File: src/rtl/drygascon_g128.sv
// DryGASCON G-function stage: ROUNDS Gascon core rounds on the mixed state,
// XOR-folding state words 0..3 into a 128-bit accumulator after every round.

module Gascon_Core_Round #(
    parameter int ROUND_COUNT = 1
) (
    input  logic         clk,
    input  logic         reset,
    input  logic         en,
    input  logic [319:0] c,
    input  logic [3:0]   round,
    output logic [319:0] cout,
    output logic         done
);

    function automatic logic [63:0] rotr(input logic [63:0] x, input int n);
        return (x >> n) | (x << (64 - n));
    endfunction

    function automatic logic [319:0] gascon_round(input logic [319:0] s, input logic [3:0] rc);
        logic [63:0] x0, x1, x2, x3, x4;
        logic [63:0] t0, t1, t2, t3, t4;
        x0 = s[63:0];
        x1 = s[127:64];
        x2 = s[191:128];
        x3 = s[255:192];
        x4 = s[319:256];
        x2 = x2 ^ {56'd0, 4'(4'hf - rc), rc};
        // 5-bit S-box applied bit-sliced across the 64 columns
        x0 = x0 ^ x4;
        x4 = x4 ^ x3;
        x2 = x2 ^ x1;
        t0 = ~x1 & x2;
        t1 = ~x2 & x3;
        t2 = ~x3 & x4;
        t3 = ~x4 & x0;
        t4 = ~x0 & x1;
        x0 = x0 ^ t0;
        x1 = x1 ^ t1;
        x2 = x2 ^ t2;
        x3 = x3 ^ t3;
        x4 = x4 ^ t4;
        x1 = x1 ^ x0;
        x0 = x0 ^ x4;
        x3 = x3 ^ x2;
        x2 = ~x2;
        x0 = x0 ^ rotr(x0, 19) ^ rotr(x0, 28);
        x1 = x1 ^ rotr(x1, 61) ^ rotr(x1, 38);
        x2 = x2 ^ rotr(x2, 1)  ^ rotr(x2, 6);
        x3 = x3 ^ rotr(x3, 10) ^ rotr(x3, 17);
        x4 = x4 ^ rotr(x4, 7)  ^ rotr(x4, 40);
        return {x4, x3, x2, x1, x0};
    endfunction

    logic [319:0] nxt;

    always_comb begin
        nxt = c;
        for (int i = 0; i < ROUND_COUNT; i++)
            nxt = gascon_round(nxt, round + 4'(i));
    end

    // Result is taken once per en burst; done stays high until the next reset.
    always_ff @(posedge clk) begin
        if (reset) begin
            cout <= '0;
            done <= 1'b0;
        end else if (en && !done) begin
            cout <= nxt;
            done <= 1'b1;
        end
    end

endmodule

module drygascon_g128 #(
    parameter int CWIDTH = 320,
    parameter int ROUNDS = 11
) (
    input  logic              clk,
    input  logic              reset,
    input  logic              en,
    input  logic [CWIDTH-1:0] c,
    output logic [CWIDTH-1:0] cout,
    output logic [127:0]      r,
    output logic              done
);

    typedef enum logic [2:0] {
        IDLE    = 3'd0,
        LOAD    = 3'd1,
        START   = 3'd2,
        WAITRND = 3'd3,
        ACC     = 3'd4,
        DONE    = 3'd5
    } state_t;

    state_t            state;
    logic [CWIDTH-1:0] cReg;
    logic [127:0]      rReg;
    logic [3:0]        k;
    logic              coreReset, core_en, core_done;
    logic [319:0]      core_c, core_cout;
    logic [CWIDTH-1:0] c_next;
    logic [127:0]      fold;

    assign coreReset = (state == START);
    assign core_en   = (state == WAITRND);
    assign fold      = rReg ^ cReg[127:0] ^ cReg[255:128];

    // The core permutes a 320-bit state; wider states carry their top bits through.
    generate
        if (CWIDTH > 320) begin : g_wide
            assign core_c = cReg[319:0];
            assign c_next = {cReg[CWIDTH-1:320], core_cout};
        end else if (CWIDTH == 320) begin : g_exact
            assign core_c = cReg;
            assign c_next = core_cout;
        end else begin : g_narrow
            assign core_c = {{(320-CWIDTH){1'b0}}, cReg};
            assign c_next = core_cout[CWIDTH-1:0];
        end
    endgenerate

    Gascon_Core_Round #(.ROUND_COUNT(1)) u_core (
        .clk   (clk),
        .reset (reset | coreReset),
        .en    (core_en),
        .c     (core_c),
        .round (k),
        .cout  (core_cout),
        .done  (core_done)
    );

    always_ff @(posedge clk) begin
        if (reset) begin
            state <= IDLE;
            cReg  <= '0;
            rReg  <= '0;
            k     <= '0;
            done  <= 1'b0;
            cout  <= '0;
            r     <= '0;
        end else begin
            case (state)
                IDLE: if (en) state <= LOAD;
                LOAD: begin
                    cReg  <= c;
                    rReg  <= '0;
                    k     <= '0;
                    state <= START;
                end
                START: state <= WAITRND;
                WAITRND: if (core_done) begin
                    cReg  <= c_next;
                    state <= ACC;
                end
                ACC: begin
                    rReg <= fold;
                    if (k == 4'(ROUNDS - 1)) begin
                        state <= DONE;
                        done  <= 1'b1;
                        cout  <= cReg;
                        r     <= fold;
                    end else begin
                        k     <= k + 4'd1;
                        state <= START;
                    end
                end
                DONE: if (!en) begin
                    state <= IDLE;
                    done  <= 1'b0;
                    cout  <= '0;
                    r     <= '0;
                end
                default: state <= IDLE;
            endcase
        end
    end

endmodule
File: config.mk
export PLATFORM = sky130hd
export DESIGN_NAME = drygascon_g128
export DESIGN_NICKNAME = d
export VERILOG_FILES = /design/src/rtl/drygascon_g128.sv
export SDC_FILE = /design/constraint.sdc
export NUM_CORES = 2
export LEC_CHECK = 0
export CAP_MARGIN = 10
export CELL_PAD_IN_SITES_DETAIL_PLACEMENT = 1
export CELL_PAD_IN_SITES_GLOBAL_PLACEMENT = 2
export CORE_ASPECT_RATIO = 2
export CORE_MARGIN = 3
export CORE_UTILIZATION = 37
export DETAILED_ROUTE_END_ITERATION = 10
export HOLD_SLACK_MARGIN = 0.15
export PLACE_DENSITY = 0.94
export SYNTH_ARGS = -nofsm -noshare
export SYNTH_HDL_FRONTEND = slang
export SYNTH_SLANG_ARGS = --single-unit
File: constraint.sdc
create_clock -name clk -period 4.8 [get_ports clk]
set_input_delay 0.96 -clock clk [delete_from_list [all_inputs] [get_ports clk]]
set_output_delay 0.96 -clock clk [all_outputs]
set_load 0.02 [all_outputs]
==> impl_metrics.csv <==
group,metric,value,unit
yosys,post-synth-top-count-cell,"dfxtp_1",
global_route,grt_max_degree,203,
setup_path,critPathMaxFanout,49,
finish,fin_area,74160,um2
setup_path,cp.arrival,4.15,ns
clock_network,cts_sinks,1225,
setup_path,reg2reg_depth,6,
yosys,synth_edf_count,0,
die,dieArea,167800,um2
global_route,antenna_found_initial,23,
timing,maxSlewHeadroom,0.06320,
timing,rsz0062_at_grt,"no",
clock_network,cts_resized,0,
finish,fill_cells,18560,
yosys,synth_common_cells,"1,225 x dfxtp_1, 1,031 x nor2_1, 993 x xnor2_1, 945 x nand2_1, 448 x a22oi_1",
drt,dr.first_iter.drc_count,3945,
drt,viasPerCell,5.691,
placement,place_area,70170,um2
die,die_w,291.2,um
setup_path,cp_data_required_time,5.51,ns
drt,drc,0,
yosys,synth_top_area_cell,"dfxtp_1",
setup_path,path_cells,"nor2b_2 > and2_4 > nand2b_4 > nor2_4 > nand3_1 > nand3_1",
yosys,ys_top_cells_by_area,"dfxtp_1 41%, xnor2_1 14%, nor2_1 6.4%",
placement,gp_congestion,1.087,
yosys,syn_inst,6981,
timing,final.min_clock_period,3.440,ns
drt,dr_total_vias,55330,
setup_path,endpoint_kind,"flop",
clock_network,postCtsSetupBuffers,0,
clock_network,clk_latency,0.79,ns
setup_path,critPathBufInv,0,
global_route,grt_pass1_vias,56990,
finish,syn2layout_area_growth,23.22,%
clock_network,root_buffer,"clkbuf_16",
die,row_count,208,
finish,drive_above_1_share,0.05972,
yosys,synthArstFlopShare,0,
yosys,syn-cell-area,60190,um2
setup_path,critPathMaxStageDelay,0.91,ns
drt,wl,289000,um
clock_network,holdBufCountCts,0,
clock_network,cts_tree,"built",
die,die_h,576.4,um
global_route,gr-usage-all-layers,0.3317,
job,maxCapViolCount,0,
yosys,synth-seq-area-share,0.4074,
global_route,grt_overflow,0,
setup_path,worstSetupPathType,"flop to flop",
yosys,ys_ff_latch,1225,
die,ios,772,
placement,numPortBuffers,771,
yosys,synth.distinct_cells,46,
yosys,syn_area_per_cell,8.622,um2
setup_path,cp.depth,6,
yosys,netlist.area_leader.share,0.4074,
drt,drtPass1Iterations,5,
run_status,run_status,"completed",
clock_network,htreeDepth,3,
timing,setup_ws,1.360,ns
timing,tns,0,ns
setup_path,path_common_cell,"nand3_1",
clock_network,cts_buffer_depth,3,
timing,period_share,0.7167,
worst_hold_path,hold_path.class,"flop to flop",
yosys,synth_nets,7434,
timing,fmax,290.7,MHz
setup_path,slowest_stage,"nor2_4",
timing,drv_slew,0,
die,start_util,0.3736,
timing,hold_viol_final,0,
clock_network,clkTransAtPathRegs,0.07,ns
setup_path,cp_top_family,"simple AND/OR/NAND/NOR gates",
drt,ant_nets,0,
die,core_area,161100,um2
finish,final_nets,7963,
setup_path,cp-start-kind,"flop",
placement,dpl.hpwl,222400,um
global_route,grt_pass1_wl,410000,um
yosys,yosysWarnings,0,
worst_hold_path,hold_depth,2,
clock_network,cts_buffers,114,
timing,max_slew.worst_pin.slew,1.400,ns
timing,setup_violations,0,
placement,place_ws,1.344,ns
drt,wl_per_cell,29.72,um
yosys,synth_flop_cell,"dfxtp_1",
timing,finalClockSkew,0.05284,ns
-- cells in the final DEF, fill, tap and decap left out, types with 26 or more instances in the layout --
cell / Yosys / layout
dfxtp_1: 1225 / 1225
nor2_1: 1031 / 1029
xnor2_1: 993 / 984
nand2_1: 945 / 943
clkdlybuf4s50_1: 0 / 770
a22oi_1: 448 / 448
a311oi_1: 320 / 320
xor2_1: 305 / 305
o21ai_0: 194 / 194
inv_1: 192 / 192
buf_4: 1 / 155
a21oi_1: 141 / 141
ha_1: 130 / 130
a32oi_1: 128 / 128
clkbuf_16: 0 / 116
a211oi_1: 64 / 64
nand3_1: 47 / 47
mux2i_1: 46 / 46
maj3_1: 41 / 41
or3_1: 34 / 34
xnor2_2: 24 / 33
buf_12: 0 / 26
-- cell type report --
type,count,area [um2],share of cell area
Multi-Input combinational cell,5024,32910,0.4437
Sequential cell,1225,24520,0.3307
Timing Repair Buffer,952,9407,0.1268
Clock buffer,156,3223,0.04346
Tap cell,2100,2628,0.03543
Inverter,193,724.4,0.009768
Clock inverter,52,699.4,0.009431
Antenna cell,20,50.05,0.0006748
-- layer usage --
layer / GRT usage / wire, um
met5: 0 / 56
met4: 0.2587 / 26530
met3: 0.04912 / 15610
met1: 0.3703 / 107100
met2: 0.5651 / 139700
-- final timing paths --
| kind | startpoint | endpoint | slack (ns) |
|---|---|---|---|
| setup / recovery | state[0]$_SDFFE_PP0P_ | u_core.cout[90]$_SDFFE_PP0P_ | 1.36 |
| hold / removal | u_core.cout[195]$_SDFFE_PP0P_ | u_core.cout[195]$_SDFFE_PP0P_ | 0.46 |
| setup reg to reg | state[0]$_SDFFE_PP0P_ | u_core.cout[90]$_SDFFE_PP0P_ | 1.36 |
| hold reg to reg | u_core.cout[195]$_SDFFE_PP0P_ | u_core.cout[195]$_SDFFE_PP0P_ | 0.46 |
-- flip-flops by register name, summed over array words and instances, names as in the netlist, 3 cells and up --
| signal | flops |
|---|---|
| u_core.cout | 320 |
| state | 3 |
| rReg | 128 |
| cReg | 320 |
| r | 128 |
| k | 4 |
| cout | 320 |
-- cells by family after synthesis --
logic type                 Yosys count  synth area share
DFF                               1225            0.4074
muxes                               46          0.007650
buffers and inverters              732           0.04816
adders and majority gates          193           0.03796
and+or+nand+nor                   2096            0.1349
xor gates and xnor gates          1337            0.2000
AOI/OAI and AO/OA                 1352            0.1639
-- through the flow --
step / util / cells / hold WS, ns
2_1_floorplan: - / 6981 / 0.4249
3_3_place_gp: 0.4355 / 9489 / 0.4370
3_5_place_dp: 0.4356 / 9491 / 0.4435
4_1_cts: 0.4599 / 9699 / 0.4604
5_1_grt: 0.4604 / 9722 / 0.4767
6_report: 0.4604 / 9722 / 0.4608
-- tightest hold or removal path, stage by stage, from the launching register on --
cell	delay (ns)
dfxtp_1	0.31
nand2_1	0.05
a21oi_1	0.05
Power is not shown: default switching activity piles up to over one toggle a cycle in this logic, so the estimate is an artifact.
